[src/rtl/axi_slice_cfg.sv]
// axi_slice_cfg: AXI4 slice with per-channel mode (0 bypass, 1 fwd,
// 2 bwd, 3 full spill). Ports: clk_i, rst_ni, slv/mst req/resp, idle_o.
package axi_slice_cfg_pkg;
  typedef struct packed {
    logic [3:0]  id;
    logic [31:0] addr;
  } aw_chan_t;

  typedef struct packed {
    logic [31:0] data;
    logic [3:0]  strb;
    logic        last;
  } w_chan_t;

  typedef struct packed {
    logic [3:0] id;
    logic [1:0] resp;
  } b_chan_t;

  typedef struct packed {
    logic [3:0]  id;
    logic [31:0] addr;
  } ar_chan_t;

  typedef struct packed {
    logic [3:0]  id;
    logic [31:0] data;
    logic [1:0]  resp;
    logic        last;
  } r_chan_t;

  typedef struct packed {
    aw_chan_t aw;
    logic     aw_valid;
    w_chan_t  w;
    logic     w_valid;
    logic     b_ready;
    ar_chan_t ar;
    logic     ar_valid;
    logic     r_ready;
  } req_t;

  typedef struct packed {
    logic     aw_ready;
    logic     ar_ready;
    logic     w_ready;
    b_chan_t  b;
    logic     b_valid;
    r_chan_t  r;
    logic     r_valid;
  } resp_t;
endpackage

module axi_slice_cfg_chan #(
  parameter int unsigned Mode = 3,
  parameter type data_t = logic
) (
  input  logic       clk_i,
  input  logic       rst_ni,
  input  logic       valid_i,
  output logic       ready_o,
  input  data_t      data_i,
  output logic       valid_o,
  output data_t      data_o,
  input  logic       ready_i,
  output logic [1:0] occ_o
);
  localparam logic [1:0] OccMax =
    (Mode == 0) ? 2'd0 : (Mode == 3) ? 2'd2 : 2'd1;

  // push/pop refer to beats entering/leaving stored entries
  logic push, pop;

  if (Mode > 3) begin : g_bad
    $fatal(1, "axi_slice_cfg: mode %0d out of range", Mode);
  end

  if (Mode == 0) begin : g_byp
    assign ready_o = ready_i;
    assign valid_o = valid_i;
    assign data_o  = data_i;
    assign push    = 1'b0;
    assign pop     = 1'b0;
    assign occ_o   = 2'd0;
  end else if (Mode == 1) begin : g_fwd
    data_t d_q, d_d;
    logic  f_q, f_d;

    // ready stays combinational from ready_i to keep full rate
    assign ready_o = ~f_q | ready_i;
    assign valid_o = f_q;
    assign data_o  = d_q;
    assign push    = valid_i & ready_o;
    assign pop     = f_q & ready_i;
    assign occ_o   = {1'b0, f_q};

    always_comb begin
      d_d = d_q;
      f_d = f_q;
      if (push) begin
        d_d = data_i;
        f_d = 1'b1;
      end else if (pop) begin
        f_d = 1'b0;
      end
    end

    always_ff @(posedge clk_i or negedge rst_ni) begin
      if (!rst_ni) begin
        d_q <= '0;
        f_q <= 1'b0;
      end else begin
        d_q <= d_d;
        f_q <= f_d;
      end
    end
  end else if (Mode == 2) begin : g_bwd
    data_t d_q, d_d;
    logic  f_q, f_d;

    // empty: pass-through; skid only when the sink stalls
    assign ready_o = ~f_q;
    assign valid_o = f_q | valid_i;
    assign data_o  = f_q ? d_q : data_i;
    assign push    = valid_i & ~f_q & ~ready_i;
    assign pop     = f_q & ready_i;
    assign occ_o   = {1'b0, f_q};

    always_comb begin
      d_d = d_q;
      f_d = f_q;
      if (push) begin
        d_d = data_i;
        f_d = 1'b1;
      end else if (pop) begin
        f_d = 1'b0;
      end
    end

    always_ff @(posedge clk_i or negedge rst_ni) begin
      if (!rst_ni) begin
        d_q <= '0;
        f_q <= 1'b0;
      end else begin
        d_q <= d_d;
        f_q <= f_d;
      end
    end
  end else begin : g_full
    data_t a_q, a_d, b_q, b_d;
    logic  af_q, af_d, bf_q, bf_d;

    // a is the output entry, b the spill; b is only used when a is held
    assign ready_o = ~bf_q;
    assign valid_o = af_q;
    assign data_o  = a_q;
    assign push    = valid_i & ~bf_q;
    assign pop     = af_q & ready_i;
    assign occ_o   = 2'(af_q) + 2'(bf_q);

    always_comb begin
      a_d  = a_q;
      b_d  = b_q;
      af_d = af_q;
      bf_d = bf_q;
      if (pop) begin
        if (bf_q) begin
          a_d  = b_q;
          bf_d = 1'b0;
        end else if (push) begin
          a_d = data_i;
        end else begin
          af_d = 1'b0;
        end
      end else if (push) begin
        if (af_q) begin
          b_d  = data_i;
          bf_d = 1'b1;
        end else begin
          a_d  = data_i;
          af_d = 1'b1;
        end
      end
    end

    always_ff @(posedge clk_i or negedge rst_ni) begin
      if (!rst_ni) begin
        a_q  <= '0;
        b_q  <= '0;
        af_q <= 1'b0;
        bf_q <= 1'b0;
      end else begin
        a_q  <= a_d;
        b_q  <= b_d;
        af_q <= af_d;
        bf_q <= bf_d;
      end
    end
  end

  a_occ_max: assert property (
    @(posedge clk_i) disable iff (!rst_ni)
    occ_o <= OccMax);

  a_no_under: assert property (
    @(posedge clk_i) disable iff (!rst_ni)
    pop |-> occ_o != 2'd0);

  a_no_over: assert property (
    @(posedge clk_i) disable iff (!rst_ni)
    (push && !pop) |-> occ_o < OccMax);
endmodule

module axi_slice_cfg #(
  parameter int unsigned AwMode = 2'd3,
  parameter int unsigned WMode  = 2'd3,
  parameter int unsigned BMode  = 2'd3,
  parameter int unsigned ArMode = 2'd3,
  parameter int unsigned RMode  = 2'd3,
  parameter type aw_chan_t = axi_slice_cfg_pkg::aw_chan_t,
  parameter type w_chan_t  = axi_slice_cfg_pkg::w_chan_t,
  parameter type b_chan_t  = axi_slice_cfg_pkg::b_chan_t,
  parameter type ar_chan_t = axi_slice_cfg_pkg::ar_chan_t,
  parameter type r_chan_t  = axi_slice_cfg_pkg::r_chan_t,
  parameter type req_t     = axi_slice_cfg_pkg::req_t,
  parameter type resp_t    = axi_slice_cfg_pkg::resp_t
) (
  input  logic  clk_i,
  input  logic  rst_ni,
  input  req_t  slv_req_i,
  output resp_t slv_resp_o,
  output req_t  mst_req_o,
  input  resp_t mst_resp_i,
  output logic  idle_o
);
  aw_chan_t   aw_d;
  w_chan_t    w_d;
  b_chan_t    b_d;
  ar_chan_t   ar_d;
  r_chan_t    r_d;
  logic       aw_v, w_v, b_v, ar_v, r_v;
  logic       aw_r, w_r, b_r, ar_r, r_r;
  logic [1:0] aw_o, w_o, b_o, ar_o, r_o;

  axi_slice_cfg_chan #(.Mode(AwMode), .data_t(aw_chan_t)) u_aw (
    .clk_i, .rst_ni,
    .valid_i(slv_req_i.aw_valid), .ready_o(aw_r),
    .data_i (slv_req_i.aw),
    .valid_o(aw_v), .data_o(aw_d),
    .ready_i(mst_resp_i.aw_ready), .occ_o(aw_o)
  );

  axi_slice_cfg_chan #(.Mode(WMode), .data_t(w_chan_t)) u_w (
    .clk_i, .rst_ni,
    .valid_i(slv_req_i.w_valid), .ready_o(w_r),
    .data_i (slv_req_i.w),
    .valid_o(w_v), .data_o(w_d),
    .ready_i(mst_resp_i.w_ready), .occ_o(w_o)
  );

  axi_slice_cfg_chan #(.Mode(BMode), .data_t(b_chan_t)) u_b (
    .clk_i, .rst_ni,
    .valid_i(mst_resp_i.b_valid), .ready_o(b_r),
    .data_i (mst_resp_i.b),
    .valid_o(b_v), .data_o(b_d),
    .ready_i(slv_req_i.b_ready), .occ_o(b_o)
  );

  axi_slice_cfg_chan #(.Mode(ArMode), .data_t(ar_chan_t)) u_ar (
    .clk_i, .rst_ni,
    .valid_i(slv_req_i.ar_valid), .ready_o(ar_r),
    .data_i (slv_req_i.ar),
    .valid_o(ar_v), .data_o(ar_d),
    .ready_i(mst_resp_i.ar_ready), .occ_o(ar_o)
  );

  axi_slice_cfg_chan #(.Mode(RMode), .data_t(r_chan_t)) u_r (
    .clk_i, .rst_ni,
    .valid_i(mst_resp_i.r_valid), .ready_o(r_r),
    .data_i (mst_resp_i.r),
    .valid_o(r_v), .data_o(r_d),
    .ready_i(slv_req_i.r_ready), .occ_o(r_o)
  );

  always_comb begin
    mst_req_o          = '0;
    mst_req_o.aw       = aw_d;
    mst_req_o.aw_valid = aw_v;
    mst_req_o.w        = w_d;
    mst_req_o.w_valid  = w_v;
    mst_req_o.b_ready  = b_r;
    mst_req_o.ar       = ar_d;
    mst_req_o.ar_valid = ar_v;
    mst_req_o.r_ready  = r_r;
  end

  always_comb begin
    slv_resp_o          = '0;
    slv_resp_o.aw_ready = aw_r;
    slv_resp_o.ar_ready = ar_r;
    slv_resp_o.w_ready  = w_r;
    slv_resp_o.b        = b_d;
    slv_resp_o.b_valid  = b_v;
    slv_resp_o.r        = r_d;
    slv_resp_o.r_valid  = r_v;
  end

  // only occupancy flops feed idle_o
  assign idle_o = ~|{aw_o, w_o, b_o, ar_o, r_o};
endmodule

[config.mk]
export PLATFORM = sky130hd
export DESIGN_NAME = axi_slice_cfg
export DESIGN_NICKNAME = d
export VERILOG_FILES = /design/src/rtl/axi_slice_cfg.sv
export SDC_FILE = /design/constraint.sdc
export NUM_CORES = 1
export LEC_CHECK = 0
export ABC_AREA = 1
export BUFFER_PORTS_ARGS = -buffer_cell sky130_fd_sc_hd__buf_2
export CAP_MARGIN = 10
export CORE_ASPECT_RATIO = 1.25
export CORE_MARGIN = 10
export CORE_UTILIZATION = 59
export DETAILED_ROUTE_END_ITERATION = 8
export GPL_TIMING_DRIVEN = 0
export PLACE_DENSITY = 0.85
export SLEW_MARGIN = 20
export SYNTH_ARGS = -nofsm -noshare
export SYNTH_HDL_FRONTEND = slang
export SYNTH_HIERARCHICAL = 1
export SYNTH_SLANG_ARGS = --single-unit
[constraint.sdc]
create_clock -name clk_i -period 2.4 [get_ports clk_i]
set_input_delay 0.6 -clock clk_i [delete_from_list [all_inputs] [get_ports clk_i]]
set_output_delay 0.6 -clock clk_i [all_outputs]
set_load 0.01 [all_outputs]
==> flow_summary.toml <==
[placement]
dpl_cell_area_um2 = 17490
place.gp.congestion = 0.8874
dp_hpwl_um = 31820
io_buffers = 328

[worst_hold_path]
hold_class = "input port to asynchronous set/reset pin"

[cts]
htree_levels = 1
clock_latency_ps = 560
numCtsBuffers = 31
cts_sinks = 318
cts-root-buf = "clkbuf_16"
clk_pin_slew_ps = 70
cts_tree = "yes"
cts_max_path_buffers = 3
ctsHoldBuffers = 0

[sta]
final.min_clock_period_ps = 2299
finalClockSkew_ps = 8.672
rsz0062_at_grt = "no"
worst_pin_slew_ps = 596.1
whs_ps = -20.75
slew_viol_final = 0
finalHoldViolations = 8
fmaxAchievable_mhz = 434.9
relSlewSlack_pct = 60.26
setup_viol = 0
fin_crit_sh_pct = 95.80

[finish]
nNetsFinal = 2477
area_growth_pct = 22.13
final_cell_area_um2 = 18730
fin_util_pct = 73.59
drive_gt1_share_pct = 25.46

[power]
power_density_nw_per_um2 = 1309
p_leak_nw = 10.80
ir_drop_uv = 797.3

[global_route]
grt_pass1_vias = 14240
antenna_found_initial = 14
globalRouteOverflowTotal = 0
grt_usage_pct = 25.87
grt_max_degree = 99
grt_pass1_wl_um = 71040

[route]
dr.pass1.iters = 5
drc_errors = 0
wl_per_cell_um = 16.56
vias = 14400
viasPerCell = 5.381
ant_nets = 0
routed_wl_um = 44310
drtIter0Drc = 1286

[worst_setup_path]
max_stage_delay_ps = 410
path_cells = "ha_1 > nor2_2 > nand2_2 > nor2_1 > buf_4"
required_ps = 1800
ff2ff_path_depth = 7
slowest_stage = "dfrtp_1"
critPathCaptureType = "output pin"
startpoint_type = "flip-flop"
r2r-start = "u_ar/valid_o"
crit_type = "flip-flop to output pin"
rrSetupSlack_ps = 830
arrival_ps = 1700
timing.rr.end = "u_ar/data_o[29]"
worstPathMaxFanout = 3

[yosys]
syn_area_um2 = 15340
syn_inst = 1936
avgSynthCellArea_um2 = 7.922
syn_nets = 2107
synth.distinct_cells = 26
synth.yosys.seq_area_share_pct = 51.88
ys_warn_count = 6
synth_seq_cells = 318

[floorplanning]
initial_core_util_pct = 60.25
die_area_um2 = 32880
rows = 65
fp.dieW_um = 164.2
core_um2 = 25460
dieHeight_um = 200.3
io_pins = 331

[run_status]
violations = "hold timing"
status = "complete, but fails checks"

[job]
drv_cap = 0
==> cell type report <==
class	instances	area, µm²
inverters	171	644.4
flip-flops and latches	318	7963
clock inverters	14	203.9
multi-input cells	1311	5967
fillers	1917	6724
repair buffers	337	1782
well taps	335	419.2
clock buffers	42	907.1
diodes	12	30.03
plain buffers	136	815.8
==> worst max path at each step <==
stage                  from            endpoint  depth (start not counted)
2_1_floorplan  u_aw/valid_o              idle_o                          4
3_3_place_gp         rst_ni  u_r/g_full.b_q[18]                          1
3_5_place_dp         rst_ni  u_r/g_full.b_q[18]                          3
4_1_cts         u_w/valid_o              idle_o                          5
5_1_grt         u_r/valid_o              idle_o                          5
6_report        u_r/valid_o              idle_o                          5
==> state kept, by name, summed over array words and instances (netlist names), 6 cells and up <==
signal / flops
u_b/g_full.b_q: 6
u_r/g_full.b_q: 39
u_aw/data_o: 36
u_ar/g_full.b_q: 36
u_w/data_o: 37
u_w/g_full.b_q: 37
u_aw/g_full.b_q: 36
u_r/data_o: 39
u_b/data_o: 6
u_ar/data_o: 36
==> what timing repair did <==
item / in CTS / in global routing
resized for setup: 5 / 9
pin swaps: 0 / 3
buffers inserted: 3 / 3
endpoints found under the setup margin: 1 / 1
==> power breakdown <==
part           switching (mW)  total, mW  leakage, nW  internal, mW
combinational            6.19       9.88         6.33          3.68
clock                    2.08       5.25        0.548          3.17
sequential               1.46       9.40         3.92          7.94
total                    9.73       24.5         10.8          14.8
==> per-stage QoR <==
step / TNS (ps) / setup slack (ps) / std cells / total power, mW
2_1_floorplan: 0 / 768.5 / 1936 / 15.33
5_1_grt: 0 / 5.532 / 2675 / 26.22
4_1_cts: 0 / 14.23 / 2661 / 24.42
3_3_place_gp: -1629430 / -5158 / 2599 / 18.52
6_report: 0 / 100.7 / 2676 / 24.53
3_5_place_dp: 0 / 475.1 / 2602 / 18.98
==> Yosys cell counts <==
master	n	share of area, %
nand3_1	7	0.23
nand2_1	953	23
o21ai_2	44	2.5
inv_4	1	0.041
a21oi_1	1	0.033
nor2_8	2	0.26
nor2_1	6	0.15
a21oi_2	1	0.057
o21ai_0	35	1.1
nand3_2	4	0.26
inv_1	157	3.8
o22ai_1	2	0.082
buf_4	45	2.2
inv_2	13	0.32
o21ai_1	75	2.4
nor2_4	3	0.22
nand2_2	11	0.45
nand4_1	154	6.3
nor2_2	2	0.082
nand3_4	3	0.34
buf_6	10	0.73
a21oi_4	3	0.32
clkbuf_1	32	0.78
dfrtp_1	318	52
buf_2	49	1.6
ha_1	5	0.41
==> cells by family after synthesis <==
kind of cell / after synthesis / share of synthesized area [%]
AO/OA/AOI/OAI: 161 / 6.592
adder cells (fa/ha/maj): 5 / 0.4079
AND/OR/NAND/NOR: 1145 / 31.60
buffers and inverters: 307 / 9.520
flip-flops: 318 / 51.88
==> placed cells by master (no fill, tap or decap), drive strengths merged <==
master	n
nor2	13
bufinv	5
nand4	154
clkinv	7
o22ai	2
dfrtp	318
inv	171
o21ai	154
buf	441
diode	12
a21oi	5
clkinvlp	2
nand2	964
clkbuf	74
nand3	14
ha	5
==> worst max-delay path, delay by kind of cell (launching register included) <==
family / cells / cell delay (ps)
buffers and inverters: 1 / 140
DFF: 1 / 410
and+or+nand+nor: 3 / 280
adders and majority gates: 1 / 310
==> per-layer routing <==
metal / part of all wire [%] / global-route usage [%] / wire [µm] / up-vias
met1: 37 / 31.21 / 16550 / 6821
met3: 9.2 / 5.964 / 4083 / 93
li1: - / - / - / 6830
met5: 0.077 / 0 / 34 / -
met4: 3.3 / 10.49 / 1449 / 6
met2: 50 / 43.42 / 22190 / 650
No activity file was read; power rests on OpenSTA's default activity.
